===== config.mk =====
export PLATFORM = sky130hd
export DESIGN_NAME = synch_fifo_flags
export DESIGN_NICKNAME = d
export VERILOG_FILES = /design/src/rtl/fifo_pkg.sv /design/src/rtl/fifo_mem.sv /design/src/rtl/synch_fifo_flags.sv
export SDC_FILE = /design/constraint.sdc
export NUM_CORES = 1
export LEC_CHECK = 0
export CAP_MARGIN = 20
export CORE_UTILIZATION = 23
export DETAILED_ROUTE_END_ITERATION = 6
export HOLD_SLACK_MARGIN = 0.02
export PLACE_DENSITY_LB_ADDON = 0.2
export SLEW_MARGIN = 10
export SYNTH_ARGS = -nofsm -noshare
export SYNTH_HDL_FRONTEND = slang
export SYNTH_SLANG_ARGS = --single-unit
export TNS_END_PERCENT = 10

===== constraint.sdc =====
create_clock -name clk -period 3.01 [get_ports clk]
set_clock_uncertainty 0.2 [all_clocks]
set_input_delay 0.602 -clock clk [delete_from_list [all_inputs] [get_ports clk]]
set_output_delay 0.602 -clock clk [all_outputs]
set_load 0.05 [all_outputs]

===== src/rtl/fifo_pkg.sv =====
// Shared sizing helpers and parameter legality checks for the team's FIFOs.
package fifo_pkg;

  function automatic int addr_w(input int depth);
    return (depth <= 2) ? 1 : $clog2(depth);
  endfunction

  function automatic int cnt_w(input int depth);
    return $clog2(depth) + 1;
  endfunction

  function automatic bit is_pow2(input int v);
    return (v >= 2) && ((v & (v - 1)) == 0);
  endfunction

  function automatic bit params_ok(input int depth, input int af, input int ae);
    return is_pow2(depth) && (af >= 1) && (af <= depth) && (ae >= 0) && (ae <= depth - 1);
  endfunction

endpackage


===== src/rtl/fifo_mem.sv =====
// FIFO storage: one synchronous write port, one asynchronous read port, no reset.
module fifo_mem #(
  parameter int DATA_WIDTH = 8,
  parameter int DEPTH      = 8,
  parameter int ADDR_W     = 3
) (
  input  logic                  clk,
  input  logic                  we,
  input  logic [ADDR_W-1:0]     waddr,
  input  logic [DATA_WIDTH-1:0] wdata,
  input  logic [ADDR_W-1:0]     raddr,
  output logic [DATA_WIDTH-1:0] rdata
);

  logic [DATA_WIDTH-1:0] mem_q [DEPTH];

  always_ff @(posedge clk) begin
    if (we) mem_q[waddr] <= wdata;
  end

  assign rdata = mem_q[raddr];

endmodule


===== src/rtl/synch_fifo_flags.sv =====
// Single-clock FIFO with registered full/empty/almost flags, occupancy count,
// overflow/underflow pulses and standard or first-word-fall-through read.
module synch_fifo_flags
  import fifo_pkg::*;
#(
  parameter int DATA_WIDTH = 8,
  parameter int DEPTH      = 8,
  parameter int AF_THRESH  = 6,
  parameter int AE_THRESH  = 2,
  parameter int FWFT       = 0
) (
  input  logic                    clk,
  input  logic                    reset_n,
  input  logic                    write,
  input  logic [DATA_WIDTH-1:0]   data_in,
  input  logic                    read,
  output logic [DATA_WIDTH-1:0]   data_out,
  output logic                    rd_valid,
  output logic                    full,
  output logic                    empty,
  output logic                    almost_full,
  output logic                    almost_empty,
  output logic [$clog2(DEPTH):0]  count,
  output logic                    overflow,
  output logic                    underflow
);

  localparam int ADDR_W = addr_w(DEPTH);
  localparam int CNT_W  = cnt_w(DEPTH);

  if (!params_ok(DEPTH, AF_THRESH, AE_THRESH)) begin : g_param_err
    $error("synch_fifo_flags: illegal DEPTH/AF_THRESH/AE_THRESH combination");
  end

  logic [ADDR_W:0]     wr_ptr_q, wr_ptr_d, rd_ptr_q, rd_ptr_d;
  logic [CNT_W-1:0]    count_q, count_d;
  logic                full_q, full_d, empty_q, empty_d;
  logic                af_q, af_d, ae_q, ae_d;
  logic                ovf_q, ovf_d, udf_q, udf_d;
  logic [DATA_WIDTH-1:0] rd_data_q, rd_data_d;
  logic                rd_valid_q, rd_valid_d;
  logic [DATA_WIDTH-1:0] mem_rdata;
  logic                wr_acc, rd_acc;

  // Accept decisions use only registered flags, so full+write+read lets the
  // read through but drops the write, and empty never bypasses data_in.
  assign wr_acc = write & ~full_q;
  assign rd_acc = read & ~empty_q;

  fifo_mem #(
    .DATA_WIDTH (DATA_WIDTH),
    .DEPTH      (DEPTH),
    .ADDR_W     (ADDR_W)
  ) u_mem (
    .clk   (clk),
    .we    (wr_acc & reset_n),
    .waddr (wr_ptr_q[ADDR_W-1:0]),
    .wdata (data_in),
    .raddr (rd_ptr_q[ADDR_W-1:0]),
    .rdata (mem_rdata)
  );

  always_comb begin
    wr_ptr_d   = wr_acc ? wr_ptr_q + 1'b1 : wr_ptr_q;
    rd_ptr_d   = rd_acc ? rd_ptr_q + 1'b1 : rd_ptr_q;
    count_d    = count_q;
    if (wr_acc && !rd_acc) count_d = count_q + 1'b1;
    if (rd_acc && !wr_acc) count_d = count_q - 1'b1;
    empty_d    = (wr_ptr_d == rd_ptr_d);
    full_d     = (wr_ptr_d[ADDR_W-1:0] == rd_ptr_d[ADDR_W-1:0]) &&
                 (wr_ptr_d[ADDR_W] != rd_ptr_d[ADDR_W]);
    af_d       = (count_d >= CNT_W'(AF_THRESH));
    ae_d       = (count_d <= CNT_W'(AE_THRESH));
    ovf_d      = write & full_q;
    udf_d      = read & empty_q;
    rd_data_d  = rd_data_q;
    rd_valid_d = 1'b0;
    if (rd_acc) begin
      rd_data_d  = mem_rdata;
      rd_valid_d = 1'b1;
    end
  end

  always_ff @(posedge clk) begin
    if (!reset_n) begin
      wr_ptr_q   <= '0;
      rd_ptr_q   <= '0;
      count_q    <= '0;
      full_q     <= 1'b0;
      empty_q    <= 1'b1;
      af_q       <= 1'b0;
      ae_q       <= 1'b1;
      ovf_q      <= 1'b0;
      udf_q      <= 1'b0;
      rd_data_q  <= '0;
      rd_valid_q <= 1'b0;
    end else begin
      wr_ptr_q   <= wr_ptr_d;
      rd_ptr_q   <= rd_ptr_d;
      count_q    <= count_d;
      full_q     <= full_d;
      empty_q    <= empty_d;
      af_q       <= af_d;
      ae_q       <= ae_d;
      ovf_q      <= ovf_d;
      udf_q      <= udf_d;
      rd_data_q  <= rd_data_d;
      rd_valid_q <= rd_valid_d;
    end
  end

  // FWFT shows the head word directly; it reads as zero while empty.
  assign data_out     = (FWFT != 0) ? (empty_q ? '0 : mem_rdata) : rd_data_q;
  assign rd_valid     = (FWFT != 0) ? ~empty_q : rd_valid_q;
  assign full         = full_q;
  assign empty        = empty_q;
  assign almost_full  = af_q;
  assign almost_empty = ae_q;
  assign count        = count_q;
  assign overflow     = ovf_q;
  assign underflow    = udf_q;

endmodule

After elaboration in Yosys (flattened, before gate mapping)
Memory sizes are Yosys's and may differ from the RTL's. A register that Yosys moved wholly into a read port is not among the register bits.
Index checks and enable logic that the tools add are counted.
Storage, ports and cells
  register bits: 19
  RAM bits: 64
  input port bits: 12
  output and inout port bits: 19
  logic and storage cells: 40
  memories kept: 1
Memory list
  u_mem.mem_q: depth 8, width 8, read ports 1, clocked after Yosys merged registers in 1, write ports 1, RTL line fifo_mem.sv:15  | logic [DATA_WIDTH-1:0] mem_q [DEPTH];
Cells by class
  add/sub/neg operators: 4
  order comparisons: 2
  eq/ne operators: 3
  muxes and demuxes: 7
  bitwise operators: 7
  reduce and logical (&&, ||, !) cells: 6
Operators by type and width (count)
  4-bit 2-to-1 mux: 4
  4-bit by 1-bit adder with 4-bit output (second input constant): 3
  1-bit bitwise AND: 5
  4-bit equality test: 1
  4-bit by 3-bit greater-or-equal comparator with 1-bit output (second input constant): 1
  4-bit by 2-bit less-or-equal comparator with 1-bit output (second input constant): 1
  4-bit by 1-bit subtractor with 4-bit output (second input constant): 1
  3-bit equality test: 1
  1-bit logical AND: 3
  1-bit zero test: 3
  1-bit 2-to-1 mux: 3
  1-bit inverter: 2
  1-bit inequality test: 1

Longest topological paths before layout
Gate-level depths: netlist of the first run.
  depth in word-level cells: 7
  mapped depth: 6
  mapped depth without buffers: 6

By module
A second synthesis of the first run with hierarchy kept.
Second synthesis, totals
  cell total of the unflattened synthesis: 227
  area, all modules: 3739.8 µm²
Modules (own cells, without submodules)
  fifo_mem: times used 1, cells each 106, area an instance 2531.2 µm², seq. area each 1921.8 µm²
  synch_fifo_flags: times used 1, cells each 121, area an instance 1208.7 µm², seq. area each 540.5 µm²

Least setup slack after synthesis of the first run
Ideal clock, no wire load.
  kind: register to register
  start: register full_q (netlist: full)
  end: memory u_mem.mem_q[0][0] (enable)
  library setup time: 383 ps
  arrival time: 1805 ps
  required time: 2427 ps
  path slack: 622 ps
  cell stages (with the launch flop): 5
  buffers on the path: 1
  period minus slack after synthesis: 2388 ps
  path through: dfxtp_1 > nand2b_1 > buf_2 > or3_1 > nor3_1
Between the ends
  word-level cells in the longest chain between the ends: 5
RTL lines
  start: declaration: RTL line synch_fifo_flags.sv:37  | logic full_q, full_d, empty_q, empty_d;
  start signal: assignment: RTL line synch_fifo_flags.sv:101  | full_q <= full_d;
  1-bit inverter: RTL line synch_fifo_flags.sv:47  | assign wr_acc = write & ~full_q;
  1-bit bitwise AND: RTL line synch_fifo_flags.sv:47
  1-bit bitwise AND: RTL line synch_fifo_flags.sv:56  | .we (wr_acc & reset_n),
  1-bit 2-to-1 mux: RTL line fifo_mem.sv:18  | if (we) mem_q[waddr] <= wdata;
  1-bit 2-to-1 mux (implied by the code): RTL line fifo_mem.sv:18
  end: declaration: RTL line fifo_mem.sv:15
No other way between the ends.

Final worst setup path of the first run
  start: register count_q[1] (netlist: count[1])
  end: output port count[1]
RTL lines
  start: declaration: RTL line synch_fifo_flags.sv:36  | logic [CNT_W-1:0] count_q, count_d;
  start signal: assignment: RTL line synch_fifo_flags.sv:100  | count_q <= count_d;
  end: declaration: RTL line synch_fifo_flags.sv:23  | output logic [$clog2(DEPTH):0] count,
No word-level cell between the ends.

==> out/qor.csv, run 1 <==
metric,value,unit
status,"complete, no violations",
initial antenna violation count,0,
Root Driver,clkbuf_16,
Arrival @ worst endpoint,1640,ps
Via Count,1923,
Die W,127,um
cts bufs inserted,9,
Synth cell types,34,
Max stage delay on crit path,850,ps
final worst-path cycle share,0.812,
Ys Warns,0,
simple-gate share of the synthesized area,0.0731,
Slew Limit Fails,0,
DR DRC count,0,
DR pass1 iterations,4,
reg2reg path depth,4,
clk buf depth,2,
slew margin rel.,0.658,
# IOs,31,
Core Region,15200,um^2
clock latency on the worst-skew pair,350,ps
Non-Filler Instances,459,
pin count of the biggest net entering global routing,20,
die area,16100,um^2
sw power,818,uW
antenna-violating nets left,0,
Worst VDD drop,0.286,mV
diode count,0,
number of global-route vias before repair,1983,
row cnt,45,
GPL Wtd Cong,0.719,
internal power,2.26,mW
CTS tree,done,
hold-fix buffer count after cts,0,
largest family of logic cells by synthesized area,multiplexers,
Comb power frac,0.171,
CP Max Fanout,7,
Synth Area in Compound Gates,0.0343,
Worst path slowest cell,clkdlybuf4s50_1,
critical path's top delay family,buffers and inverters,
final net count,282,
WL per Instance,16.2,um
Starting Density,0.235,
Slew @ Worst Pin,511,ps
Sequential Power Share,0.469,
syn nets,233,
grt ovf,0,
Lkg Pwr,1.49,nW
Chip Height,127,um
Worst Path Buf+Inv,1,
register area share after synthesis,0.688,
clock tree sinks,91,
Layout area overhead,25.1,%
Crit. End Element,output pin,
number of port buffers,30,
# setup viols final,0,
"Avg Cell Area, Syn",16.5,um^2
CP cell instances,clkdlybuf4s50_1,
mux share of post-synthesis cell area,0.133,
Max Fclk,409,MHz
xor-xnor portion of the synthesized cell area,0.0294,
critical path launch point type,flop,
hold depth,2,
DR iter-0 viols,119,
CP Depth,1,
layout cells sized above 1,0.207,
Post-DP HPWL,5020,um
# fillers,1498,
Mapped Area,3580,um^2
critical path class,reg2out,
Required @ worst endpoint,2210,ps
Setup Buffers After CTS,0,
first-pass GRT wire length,11500,um
"Worst Setup Slack, final",566,ps
final setup TNS,0,ps
Post-CTS Resized,0,
Via density,4.19,
Final Power,3.07,mW
"Reg clk slew, reported paths",60,ps
clock share of power,0.360,
"Min Clock Period, post-route",2440,ps
RSZ-0062 raised after global routing,false,
Place WS,330,ps
total of max-cap violations,0,
pwr/cell area,687,nW/um^2
Synth Register Bits,91,
dpl cells,443,
htree depth,3,
Switching Share,0.266,
final WL,7430,um
Util after Layout,0.294,
Synth Instances,217,
final hold violations,0,
Total GRT Usage,0.102,
Tightest Hold Check Type,reg2reg,
adder-cell area share of the yosys netlist,0.0203,
[per-stage QoR]
| step | hold slack, ps | instance area (um^2) |
|---|---|---|
| after floorplan | 287 | 3580 |
| after global placement | 305 | 4180 |
| after detailed placement | 308 | 4180 |
| after CTS | 323 | 4480 |
| after global routing | 351 | 4480 |
| final | 315 | 4480 |
[power groups by stage]
stage | Sequential, mW | Clock (mW) | Combinational (mW)
3_5_place_dp | 1.47 | 0 | 0.535
6_report | 1.44 | 1.11 | 0.526
5_1_grt | 1.45 | 1.19 | 0.565
4_1_cts | 1.44 | 1.15 | 0.536
3_3_place_gp | 1.47 | 0 | 0.536
2_1_floorplan | 1.60 | 0 | 0.244
[worst reg2reg max path, cell delays in order, from the launching register on]
cell and delay [ps]:
dfxtp_1 340, nand2b_1 270, or3_1 440, nor3_1 180
buf_4 210
[synth_stat cells]
cell / number / area share
a211oi_2: 1 / 0.0035
a21o_1: 1 / 0.0021
a21oi_1: 8 / 0.011
a41o_1: 1 / 0.0028
and2_1: 2 / 0.0035
and2b_4: 1 / 0.0028
and3_1: 2 / 0.0035
and3_2: 2 / 0.0042
buf_2: 4 / 0.0056
buf_6: 3 / 0.0094
clkbuf_1: 3 / 0.0031
dfxtp_1: 27 / 0.15
edfxtp_1: 64 / 0.54
ha_1: 4 / 0.014
inv_1: 4 / 0.0042
maj3_2: 2 / 0.0063
mux2i_1: 11 / 0.031
mux4_1: 1 / 0.0073
mux4_2: 15 / 0.094
nand2_1: 1 / 0.0010
nand2b_1: 4 / 0.0070
nand3_1: 3 / 0.0042
nand3b_1: 2 / 0.0042
nand4_1: 2 / 0.0035
nor2_1: 15 / 0.016
nor2b_4: 1 / 0.0038
nor3_1: 7 / 0.0098
nor3_2: 1 / 0.0028
nor3b_2: 1 / 0.0035
o21a_1: 1 / 0.0021
o21ai_0: 9 / 0.013
or3_1: 2 / 0.0035
xnor2_1: 8 / 0.020
xor2_1: 4 / 0.0098
[cells by family (layout without fill, tap and decap cells)]
group                      Yosys count  after routing
buffers and inverters               14             68
adders and majority gates            6              6
xor gates and xnor gates            12             12
AOI/OAI and AO/OA                   21             21
muxes                               27             27
DFF                                 91             91
and+or+nand+nor                     46             46
[per-layer routing]
metal / track usage / routed length [um] / up-vias / share of wire
li1: - / - / 922 / -
met1: 0.125 / 3500 / 956 / 0.47
met2: 0.164 / 3510 / 38 / 0.47
met3: 0.0426 / 317 / 7 / 0.043
met4: 0.0294 / 97 / 0 / 0.013
met5: 0 / 0 / - / 0
[cells in the final DEF, fill, tap and decap left out, types with 2 or more instances in the layout]
cell and count:
nor2_1 15, maj3_2 2, xor2_1 4, clkbuf_16 9
edfxtp_1 64, xnor2_1 8, a21oi_1 8, buf_4 18
mux2i_1 11, nand2b_1 4, nor3_1 7, clkdlybuf4s50_1 30
ha_1 4, nand3_1 3, and3_2 2, inv_1 4
dfxtp_1 27, o21ai_0 9, nand4_1 2, and2_1 2
nand3b_1 2, mux4_2 15, or3_1 2, and3_1 2
[worst paths after layout]
kind / start / endpoint / slack [ps]
setup / recovery: count[1]$_SDFF_PN0_ / count[1] / 570
hold / removal: wr_ptr_q[3]$_SDFF_PN0_ / wr_ptr_q[3]$_SDFF_PN0_ / 310
setup reg to reg: full$_SDFF_PN0_ / u_mem.mem_q[0][7]$_DFFE_PP_ / 1080
hold reg to reg: wr_ptr_q[3]$_SDFF_PN0_ / wr_ptr_q[3]$_SDFF_PN0_ / 310
[layout make-up]
type | count | area (um^2) | share of cell area
multi-input combinational | 112 | 1040 | 0.231
inverter | 4 | 15.0 | 0.00335
clock buffer | 10 | 229 | 0.0511
tap | 188 | 235 | 0.0525
sequential | 91 | 2460 | 0.550
timing repair buffer | 48 | 435 | 0.0973
clock inverter | 6 | 63.8 | 0.0143
[flip-flops by register name, summed over array words and instances (netlist names), 4 cells and up]
name	count
u_mem.mem_q	64
data_out	8
count	4
rd_ptr_q	4
wr_ptr_q	4
Power figures use the tool's default switching activity.
==> run 2: changes to the inputs <==
==> constraint.sdc (replaced) <==
create_clock -name clk -period 2.1 [get_ports clk]
set_clock_uncertainty 0.2 [all_clocks]
set_input_delay 0.42 -clock clk [delete_from_list [all_inputs] [get_ports clk]]
set_output_delay 0.42 -clock clk [all_outputs]
set_load 0.05 [all_outputs]
==> out/qor.csv, run 2 (synthesized netlist as in run 1, its figures left out) <==
metric,value,unit,change
status,"complete, no violations",,
slew margin rel.,0.664,,+0.00588
Die W,127,um,unchanged
"Reg clk slew, reported paths",60,ps,about the same
Final Power,4.59,mW,+49%
"commonest non-fill, non-tap cell in the layout",edfxtp_1,,
Core Region,15200,um^2,unchanged
Tightest Hold Check Type,reg2reg,,
pin count of the biggest net entering global routing,17,,-15%
Slew Limit Fails,0,,unchanged
Hold Path Origin,wr_ptr_q[3]$_SDFF_PN0_,,
Chip Height,127,um,unchanged
antenna-violating nets left,0,,unchanged
grt ovf,0,,unchanged
layout cells sized above 1,0.294,,+0.0877
max reg flops,64,,unchanged
number of port buffers,30,,unchanged
Worst path slowest cell,clkdlybuf4s50_1,,
clock tree sinks,91,,unchanged
critical path launch point type,flop,,
Crit. End Element,output pin,,
CP Max Fanout,1,,-6
Biggest register,u_mem.mem_q,,
Setup Buffers After CTS,0,,unchanged
critical path's top delay family,buffers and inverters,,
Non-Filler Instances,470,,+2.4%
number of global-route vias before repair,2082,,+5.0%
Critical Path Start,almost_empty$_SDFF_PN1_,,
CTS tree,done,,
# setup viols final,0,,unchanged
Arrival @ worst endpoint,1430,ps,-210 ps
row cnt,45,,unchanged
Slew @ Worst Pin,503,ps,-8.04 ps
Lkg Pwr,1.63,nW,+8.9%
CP cell instances,clkdlybuf4s50_1,,
DR pass1 iterations,4,,unchanged
Via Count,2007,,+4.4%
Max stage delay on crit path,790,ps,-60 ps
Layout area overhead,27.9,%,
initial antenna violation count,0,,unchanged
critical path class,reg2out,,
Required @ worst endpoint,1480,ps,-730 ps
Worst Path Buf+Inv,1,,unchanged
most frequent cells in the layout,"edfxtp_1 (64), buf_4 (42), dfxtp_1 (27), nor2_1 (15), mux4_2 (15)",,
# fillers,1539,,+2.7%
final net count,293,,+3.9%
GPL Wtd Cong,0.724,,+0.61%
cts bufs inserted,9,,unchanged
Total GRT Usage,0.103,,+0.00160
DR DRC count,0,,unchanged
Max Fclk,489,MHz,
htree depth,3,,unchanged
pwr/cell area,1000,nW/um^2,+46%
DR iter-0 viols,105,,-12%
first-pass GRT wire length,12000,um,+4.3%
total of max-cap violations,0,,unchanged
Via density,4.27,,+1.9%
clk buf depth,2,,unchanged
"Worst Setup Slack, final",53.4,ps,-513 ps
"Min Clock Period, post-route",2050,ps,
Worst VDD drop,0.409,mV,+43%
clock latency on the worst-skew pair,330,ps,-20 ps
final WL,7610,um,+2.4%
Root Driver,clkbuf_16,,
dpl cells,454,,+2.5%
# IOs,31,,unchanged
die area,16100,um^2,unchanged
FF-to-FF Start,rd_ptr_q[0]$_SDFF_PN0_,,
final worst-path cycle share,0.975,,
RSZ-0062 raised after global routing,false,,
Post-DP HPWL,5210,um,+3.8%
WL per Instance,16.2,um,about the same
diode count,0,,unchanged
final hold violations,0,,unchanged
Place WS,-219,ps,-549 ps
Starting Density,0.235,,unchanged
run 2: what timing repair did:
action                     4_1_cts  5_1_grt
setup endpoints to repair        0        2
resized for setup                0        2
hold buffers                     0        0
run 2: routing by layer:
| metal | wire, um | global-route usage | vias up |
|---|---|---|---|
| met5 | 0 | 0 | - |
| li1 | - | - | 950 |
| met2 | 3540 | 0.162 | 44 |
| met1 | 3610 | 0.138 | 1005 |
| met3 | 364 | 0.0316 | 8 |
| met4 | 93 | 0.0294 | 0 |
run 2: area by class of cell:
cell class	instances	area, um^2	share of cell area
sequential	91	2460	0.538
multi-input combinational	112	1040	0.227
timing repair buffer	59	500	0.109
tap	188	235	0.0514
clock buffer	10	229	0.0500
clock inverter	6	95.1	0.0208
inverter	4	15.0	0.00328
run 2: final timing paths:
kind | end | slack, ps | cells after the start
worst max-delay path | almost_empty | 50 | 1
worst min-delay path | wr_ptr_q[3]$_SDFF_PN0_ | 320 | 2
worst max register to register | data_out[1]$_SDFFE_PN0P_ | 310 | 4
worst min register to register | wr_ptr_q[3]$_SDFF_PN0_ | 320 | 2
run 2: metrics by stage:
| step | TNS [ps] | util | cell area [um^2] | hold WS, ps |
|---|---|---|---|---|
| after floorplan | -2540 | - | 3580 | 287 |
| after global placement | -11500 | 0.280 | 4250 | 303 |
| after detailed placement | -11190 | 0.280 | 4250 | 308 |
| after CTS | 0 | 0.301 | 4570 | 329 |
| after global routing | 0 | 0.301 | 4580 | 350 |
| final | 0 | 0.301 | 4580 | 319 |
run 2: power by group:
part           leakage [nW]  switching (mW)  internal, mW
Clock                 0.158           0.683          1.06
Sequential            0.799          0.0643          2.00
Combinational         0.671           0.454         0.333
